--- src/rtl/morse_pkg.sv ---
// -----------------------------------------------------------------------------
// morse_pkg
// Shared types and helpers for the Morse key-line serializer.
//   PATTERN_W : width of a right-aligned Morse pattern from the encoder
//   IDX_W     : width of a bit index / bit count inside a pattern
//   state_e   : serializer FSM states
//   msb_index : priority encoder, index of the highest set bit (0 for zero)
// -----------------------------------------------------------------------------
package morse_pkg;

  localparam int PATTERN_W = 24;
  localparam int IDX_W     = 5;

  typedef enum logic [1:0] {
    IDLE = 2'd0,
    SEND = 2'd1,
    GAP  = 2'd2
  } state_e;

  // Ascending scan so the last hit wins, i.e. the highest set bit.
  function automatic logic [IDX_W-1:0] msb_index(input logic [PATTERN_W-1:0] p);
    logic [IDX_W-1:0] idx;
    idx = '0;
    for (int i = 0; i < PATTERN_W; i++) begin
      if (p[i]) idx = IDX_W'(i);
    end
    return idx;
  endfunction

endpackage

--- src/rtl/morse_unit_tick.sv ---
// -----------------------------------------------------------------------------
// morse_unit_tick
// Divides the system clock into Morse units. The counter walks
// 0..TICK_DIV-1 while run is high; unit_tick marks the last cycle of a unit.
// Ports:
//   clk       in  system clock
//   rst       in  asynchronous active-high reset
//   clear     in  restart the unit at count 0 (character accepted)
//   run       in  count enable (serializer busy)
//   unit_tick out high on the final cycle of each unit while running
// -----------------------------------------------------------------------------
module morse_unit_tick #(
  parameter int TICK_DIV = 4
) (
  input  logic clk,
  input  logic rst,
  input  logic clear,
  input  logic run,
  output logic unit_tick
);

  localparam int CNT_W = (TICK_DIV > 1) ? $clog2(TICK_DIV) : 1;
  localparam logic [CNT_W-1:0] LAST = CNT_W'(TICK_DIV - 1);

  logic [CNT_W-1:0] cnt_q, cnt_d;

  // NOTE: next-state defaults to the current value first, so every path assigns
  // cnt_d and no latch is inferred.
  always_comb begin
    cnt_d = cnt_q;
    if (clear) begin
      cnt_d = '0;
    end else if (run) begin
      cnt_d = (cnt_q == LAST) ? '0 : cnt_q + 1'b1;
    end
  end

  // NOTE: state registers use non-blocking assignments so all flops update
  // together on the edge, independent of statement order.
  always_ff @(posedge clk or posedge rst) begin
    if (rst) cnt_q <= '0;
    else     cnt_q <= cnt_d;
  end

  // With TICK_DIV=1 the counter stays at 0 and this is simply run.
  assign unit_tick = run && (cnt_q == LAST);

endmodule

--- src/rtl/morse_serializer.sv ---
// -----------------------------------------------------------------------------
// morse_serializer
// Plays one right-aligned Morse pattern per character on a single key line,
// MSB-first from the highest set bit, one pattern bit per unit, then appends
// an inter-character gap. A zero pattern (space) yields a word gap.
// Ports:
//   clk       in  system clock
//   rst       in  asynchronous active-high reset (drops any character in flight)
//   pattern   in  24-bit Morse pattern, leading zeros ignored
//   in_valid  in  pattern valid
//   in_ready  out high only in IDLE; accept = in_valid & in_ready
//   key       out registered key line, 1 = tone on
//   busy      out character in progress (SEND or GAP)
//   done      out one-cycle pulse on the first IDLE cycle after a character
// -----------------------------------------------------------------------------
module morse_serializer
  import morse_pkg::*;
#(
  parameter int TICK_DIV   = 4,
  parameter int GAP_UNITS  = 3,
  parameter int WORD_UNITS = 7
) (
  input  logic                 clk,
  input  logic                 rst,
  input  logic [PATTERN_W-1:0] pattern,
  input  logic                 in_valid,
  output logic                 in_ready,
  output logic                 key,
  output logic                 busy,
  output logic                 done
);

  localparam int UNIT_MAX = (GAP_UNITS > WORD_UNITS) ? GAP_UNITS : WORD_UNITS;
  localparam int UNIT_W   = $clog2(UNIT_MAX + 1);

  state_e               state_q, state_d;
  // Pattern is left-aligned on accept so the bit being played is always the top bit.
  logic [PATTERN_W-1:0] shreg_q, shreg_d;
  logic [IDX_W-1:0]     bit_cnt_q, bit_cnt_d;
  logic [UNIT_W-1:0]    unit_cnt_q, unit_cnt_d;
  logic                 key_q, key_d;
  logic                 done_q, done_d;

  logic                 is_idle;
  logic                 accept;
  logic                 unit_tick;
  logic [IDX_W-1:0]     msb;

  // Any encoding other than SEND/GAP is treated as IDLE.
  assign is_idle = !((state_q == SEND) || (state_q == GAP));
  assign accept  = is_idle && in_valid;
  assign msb     = msb_index(pattern);

  morse_unit_tick #(
    .TICK_DIV (TICK_DIV)
  ) u_unit_tick (
    .clk       (clk),
    .rst       (rst),
    .clear     (accept),
    .run       (!is_idle),
    .unit_tick (unit_tick)
  );

  always_comb begin
    state_d    = state_q;
    shreg_d    = shreg_q;
    bit_cnt_d  = bit_cnt_q;
    unit_cnt_d = unit_cnt_q;
    done_d     = 1'b0;

    case (state_q)
      SEND: begin
        if (unit_tick) begin
          if (bit_cnt_q == IDX_W'(1)) begin
            state_d    = GAP;
            unit_cnt_d = UNIT_W'(GAP_UNITS);
            bit_cnt_d  = '0;
          end else begin
            shreg_d   = shreg_q << 1;
            bit_cnt_d = bit_cnt_q - 1'b1;
          end
        end
      end

      GAP: begin
        if (unit_tick) begin
          if (unit_cnt_q == UNIT_W'(1)) begin
            state_d    = IDLE;
            unit_cnt_d = '0;
            done_d     = 1'b1;
          end else begin
            unit_cnt_d = unit_cnt_q - 1'b1;
          end
        end
      end

      default: begin
        state_d = IDLE;
        if (in_valid) begin
          shreg_d   = pattern << (IDX_W'(PATTERN_W - 1) - msb);
          bit_cnt_d = msb + 1'b1;
          if (pattern == '0) begin
            state_d    = GAP;
            unit_cnt_d = UNIT_W'(WORD_UNITS);
            bit_cnt_d  = '0;
          end else begin
            state_d = SEND;
          end
        end
      end
    endcase

    // Key follows the bit that will be current next cycle, so it is glitch-free.
    key_d = (state_d == SEND) && shreg_d[PATTERN_W-1];
  end

  // NOTE: the shift register is reset along with the counters; it is ordinary
  // control-path state, not a memory, and a clean value keeps key defined.
  always_ff @(posedge clk or posedge rst) begin
    if (rst) begin
      state_q    <= IDLE;
      shreg_q    <= '0;
      bit_cnt_q  <= '0;
      unit_cnt_q <= '0;
      key_q      <= 1'b0;
      done_q     <= 1'b0;
    end else begin
      state_q    <= state_d;
      shreg_q    <= shreg_d;
      bit_cnt_q  <= bit_cnt_d;
      unit_cnt_q <= unit_cnt_d;
      key_q      <= key_d;
      done_q     <= done_d;
    end
  end

  assign in_ready = is_idle;
  assign busy     = !is_idle;
  assign key      = key_q;
  assign done     = done_q;

endmodule

--- config.mk ---
export PLATFORM = sky130hd
export DESIGN_NAME = morse_serializer
export DESIGN_NICKNAME = d
export VERILOG_FILES = /design/src/rtl/morse_pkg.sv /design/src/rtl/morse_unit_tick.sv /design/src/rtl/morse_serializer.sv
export SDC_FILE = /design/constraint.sdc
export NUM_CORES = 1
export LEC_CHECK = 0
export BUFFER_PORTS_ARGS = -buffer_cell sky130_fd_sc_hd__buf_4
export CORE_UTILIZATION = 44
export CTS_CLUSTER_DIAMETER = 50
export DETAILED_ROUTE_END_ITERATION = 8
export SLEW_MARGIN = 20
export SYNTH_ARGS = -nofsm -noshare
export SYNTH_HDL_FRONTEND = slang
export SYNTH_SLANG_ARGS = --single-unit
--- constraint.sdc ---
create_clock -name clk -period 5.4 [get_ports clk]
set_input_delay 0.54 -clock clk [delete_from_list [all_inputs] [get_ports clk]]
set_output_delay 0.54 -clock clk [all_outputs]
set_load 0.02 [all_outputs]
==> results of run 1 <==
==> stage by stage <==
step / total power, uW / hold WS, ns / worst slack, ns
floorplan: 684 / 0.439 / 2.71
global placement: 797 / 0.451 / 1.96
detailed placement: 802 / 0.479 / 1.91
CTS: 1050 / 0.379 / 2.03
global route: 1120 / 0.414 / 1.71
finish: 1040 / 0.361 / 1.97
==> metal layers <==
layer  global-route usage  up-vias  part of all wire
li1                     -     1723                 -
met1                0.384     1722              0.45
met2                0.434      153              0.46
met3               0.0480       23             0.073
met4               0.0833        0             0.018
met5                    0        -                 0
==> kinds of logic after synthesis <==
| group | after synthesis | share of synthesized area |
|---|---|---|
| buffers and inverters | 42 | 0.0524 |
| adders and majority gates | 8 | 0.0289 |
| and+or+nand+nor | 169 | 0.225 |
| DFF | 38 | 0.275 |
| xor gates and xnor gates | 2 | 0.00506 |
| muxes | 28 | 0.0881 |
| AOI/OAI and AO/OA | 164 | 0.326 |
==> final cells by class <==
class | instances | area [sq um] | area share
multi-input cells | 371 | 2340 | 0.607
flip-flops and latches | 38 | 951 | 0.247
repair buffers | 34 | 255 | 0.0663
well taps | 99 | 124 | 0.0322
clock buffers | 7 | 76.3 | 0.0198
inverters | 20 | 75.1 | 0.0195
clock inverters | 1 | 30.0 | 0.00780
==> flip-flops by register name, summed over array words and instances, names as in the netlist <==
signal,cells
shreg_q,24
bit_cnt_q,5
unit_cnt_q,3
state_q,2
u_unit_tick.cnt_q,2
done,1
key,1
==> cells in the final DEF (no fill, tap or decap), types with 4 or more instances in the layout <==
cell	n
a31oi_1	8
a21oi_1	38
o22ai_1	4
nand2b_1	4
o21a_1	6
buf_4	34
a211oi_1	5
inv_1	18
a32oi_1	5
a22oi_1	7
clkbuf_8	5
dfrtp_1	38
nand3_1	10
mux2_2	7
ha_1	8
a221o_1	5
o21ai_1	17
nand2_1	59
a32o_1	4
nor3_1	7
o21ai_0	23
mux2i_1	17
nor2_1	59
==> worst max-delay path: cells and delay by family, from the launching register on <==
family                   cells  cell delay, ns
AO/OA/AOI/OAI                4            1.05
AND/OR/NAND/NOR              2            1.33
buffers and inverters        1            0.06
adder cells (fa/ha/maj)      1            0.32
flip-flops                   1            0.40
multiplexers                 1            0.14
==> worst max path at each step <==
stage	startpoint	endpoint	slack, ns	cells after the start
floorplan	pattern[13]	shreg_q[11]	2.71	10
global placement	state_q[1]	shreg_q[21]	1.96	9
detailed placement	pattern[5]	shreg_q[9]	1.91	9
CTS	state_q[1]	shreg_q[21]	2.03	9
global route	state_q[1]	shreg_q[21]	1.71	9
finish	state_q[1]	shreg_q[21]	1.97	9
==> power by group through the flow <==
stage	registers [uW]	logic (uW)	clock network (uW)
after global routing	426	437	255
after CTS	416	383	247
after detailed placement	421	381	0
after floorplan	405	280	0
after global placement	420	377	0
final	417	385	241
==> metrics.yaml, run 1 <==
core.rowCount: 31
stdcell_area_sq_um: 3850
critPathLaunchType: "register"
synthCells: 451
syn2layout_area_growth_pct: 11.1
min_period_ns: 3.43
synth_top_area_frac: 0.275
grt_pass1_wl_um: 18000
gp_congestion: 0.973
rr_endpoint: "shreg_q[21]"
synth_edf_count: 0
slowest_stage: "nand2_1"
cts_setup_buffers: 0
cts.sinks: 38
end_kind: "register"
grt_setup_unrepaired: "false"
ys_top_cells_by_count: "nand2_1, nor2_1, a21oi_1, dfrtp_1, o21ai_0"
crit_path_cell_trace: "inv_1, ha_1, mux2i_1, nor2_1, nand2_1, a22oi_1, o2111ai_1, a211oi_1, a21oi_1"
post-place-cells: 562
fin_cells: 570
yosys_warnings: 0
core_sq_um: 7450
dieArea_sq_um: 8230
synthFlopType: "dfrtp_1"
path_max_fanout: 26
r2r_slack_ns: 1.97
maxSlewHeadroom: 0.335
arrival_ns: 3.60
synth_cell_types: 72
holdCritPathClass: "in2async"
io_pins: 31
max_freq_mhz: 292
tns_ns: 0
drcViolationCount: 0
power_frac_comb: 0.369
final-max-slew-violation-count: 0
crit_path_max_incr_delay_ns: 0.74
status: "complete, no violations"
tightest_slew_ns: 0.997
antenna_found_initial: 0
nFillCells: 770
h-tree-depth: 2
drt_iter0_drc: 414
die_y_um: 90.7
finalCritPeriodShare: 0.635
ys_seq_area_frac: 0.275
grt_pass1_vias: 3408
routed_wl_um: 10800
grt_use_total: 0.276
switching_share: 0.373
p_switching_uw: 389
avgSynthCellArea_sq_um: 7.68
max-clock-path-buffers: 2
async_flop_share: 1.00
gr-total-overflow: 0
synth_area_sq_um: 3460
cts_tree: "done"
worstPathRequired_ns: 5.57
cts-root-buf: "clkbuf_8"
setup_violations: 0
yosys.area.top_type: "dfrtp_1"
dpl-instance-area_sq_um: 3740
postCtsHoldBufs: 0
routedWlPerCell_um: 18.9
dr.pass1.iters: 5
p_seq_frac: 0.400
grt_max_degree: 39
power_leakage_uw: 0.00155
r2r-start: "state_q[1]"
numCtsBuffers: 5
hold_viol: 0
clk_pin_slew_worst_paths_ns: 0.08
diodes: 0
criticalPathCategory: "reg2reg"
fp.dieW_um: 90.7
synth_seq_cells: 38
ir_drop_mv: 0.183
hpwl_um: 8110
ant_nets: 0
synth_area_leaders: "dfrtp_1, nand2_1, nor2_1"
power.share.clock: 0.231
drive_gt1_frac: 0.138
fin_skew_ns: 0.0166
nNetsFinal: 505
fin_util: 0.517
vias: 3621
cts_resized: 0
viasPerCell: 6.35
portBuffers: 30
insertion_delay_ns: 0.30
initial_core_util: 0.465
synthesis.nets: 486
r2r_cells: 9
maxCapViolCount: 0
pwr_density_cell_nw_per_um2: 271
internal_power_uw: 654
No activity file was read; power rests on OpenSTA's default activity.
==> inputs of run 2 (changes only) <==
==> constraint.sdc (replaced) <==
create_clock -name clk -period 3.5 [get_ports clk]
set_input_delay 0.35 -clock clk [delete_from_list [all_inputs] [get_ports clk]]
set_output_delay 0.35 -clock clk [all_outputs]
set_load 0.02 [all_outputs]
==> metrics.yaml, run 2 (synthesized netlist as in run 1, its figures left out) <==
top_register: "shreg_q"
drt_iter0_drc: 325
syn2layout_area_growth_pct: 13.2
ant_nets: 0
grt_pass1_vias: 3532
viasPerCell: 6.40
routed_wl_um: 10900
nNetsFinal: 516
core_sq_um: 7450
endpoint: "shreg_q[13]"
diodes: 0
power.share.clock: 0.206
numCtsBuffers: 5
die_y_um: 90.7
power_leakage_uw: 0.00160
switching_share: 0.389
ir_drop_mv: 0.191
routedWlPerCell_um: 18.8
maxCapViolCount: 0
cts_tree: "done"
setup_violations: 0
finalCritPeriodShare: 0.788
r2r_slack_ns: 0.93
worstPathRequired_ns: 3.68
max-clock-path-buffers: 2
portBuffers: 30
fp.dieW_um: 90.7
criticalPathCategory: "in2reg"
core.rowCount: 31
fin_skew_ns: 0.00791
grt_setup_unrepaired: "false"
path_max_fanout: 9
nFillCells: 740
dr.pass1.iters: 5
critical_path.startpoint: "pattern[5]"
holdCritPathClass: "in2async"
power_frac_comb: 0.387
regArea_sq_um: 951
grt_use_total: 0.270
cts_resized: 0
holdWs_ns: 0.174
h-tree-depth: 2
clk_pin_slew_worst_paths_ns: 0.08
antenna_found_initial: 0
maxSlewHeadroom: 0.608
reg_top3: "shreg_q (24), bit_cnt_q (5), unit_cnt_q (3)"
insertion_delay_ns: 0.29
r2r_cells: 11
pwr_density_cell_nw_per_um2: 402
io_pins: 31
vias: 3718
cts.sinks: 38
multi_input_area_sq_um: 2340
rr_endpoint: "shreg_q[21]"
gr-total-overflow: 0
drcViolationCount: 0
cts_setup_buffers: 0
initial_core_util: 0.465
hpwl_um: 8320
min_period_ns: 2.76
p_switching_uw: 613
max_freq_mhz: 363
r2r-start: "bit_cnt_q[1]"
grt_max_degree: 39
tns_ns: 0
status: "complete, no violations"
grt_pass1_wl_um: 18000
drive_gt1_frac: 0.162
tightest_slew_ns: 0.583
end_kind: "register"
critPathLaunchType: "input pin"
postCtsHoldBufs: 0
cts-root-buf: "clkbuf_8"
final-max-slew-violation-count: 0
gp_congestion: 1.00
final_cell_mix: "nor2_1, nand2_1, buf_4, a21oi_1, dfrtp_1"
dieArea_sq_um: 8230
hold_viol: 0
p_seq_frac: 0.407
largest_reg_flops: 24
arrival_ns: 2.93
internal_power_uw: 963
==> run 2: cell count changes in the layout (fill, tap and decap cells not counted) <==
cell	previous run	this run
clkbuf_8	5	6
buf_4	34	45
clkinvlp_4	0	1
bufinv_16	1	0
clkinv_2	0	1
clkbuf_1	2	0
==> run 2: routing by layer <==
metal  wire length [um]  global-route usage  up-vias
met5                  0                   0        -
met4                278              0.0847        0
met3                901              0.0614       32
met2               5130               0.436      195
met1               4590               0.357     1739
li1                   -                   -     1752
==> run 2: cell type report <==
class | instances | share of cell area
multi-input cells | 371 | 0.596
flip-flops and latches | 38 | 0.243
repair buffers | 45 | 0.0862
well taps | 99 | 0.0316
clock buffers | 6 | 0.0211
inverters | 20 | 0.0192
clock inverters | 2 | 0.00319
==> run 2: worst min-delay path by stage <==
| stage | slack [ns] | to | from |
|---|---|---|---|
| 3_5_place_dp | 0.47 | shreg_q[9] | shreg_q[9] |
| 3_3_place_gp | 0.45 | shreg_q[0] | shreg_q[0] |
| 2_1_floorplan | 0.43 | u_unit_tick.cnt_q[1] | in_valid |
| 4_1_cts | 0.19 | done | rst |
| 5_1_grt | 0.25 | shreg_q[10] | rst |
| 6_report | 0.17 | shreg_q[10] | rst |
==> run 2: through the flow <==
| stage | total power, uW | instances | worst slack [ns] | util | area (sq um) |
|---|---|---|---|---|---|
| 2_1_floorplan | 1060 | 451 | 0.998 | - | 3460 |
| 5_1_grt | 1680 | 581 | 0.629 | 0.526 | 3920 |
| 4_1_cts | 1580 | 581 | 0.758 | 0.526 | 3920 |
| 6_report | 1580 | 581 | 0.743 | 0.526 | 3920 |
| 3_3_place_gp | 1240 | 573 | 0.469 | 0.513 | 3820 |
| 3_5_place_dp | 1250 | 573 | 0.452 | 0.513 | 3820 |
==> run 2: critical path, cell delays in order <==
cell	delay (ns)
buf_4	0.13
nor3b_1	0.14
a211oi_2	0.22
a21oi_1	0.16
o31ai_4	0.52
mux4_2	0.62
a22oi_1	0.34
o21ai_1	0.17
a21oi_1	0.22
nor2_1	0.06
==> run 2: power groups by stage <==
stage | Clock, uW | Combinational, uW | Sequential [uW]
final | 325 | 610 | 641
after global placement | 0 | 595 | 644
after detailed placement | 0 | 603 | 646
after global routing | 349 | 680 | 655
after floorplan | 0 | 432 | 625
after CTS | 332 | 606 | 639
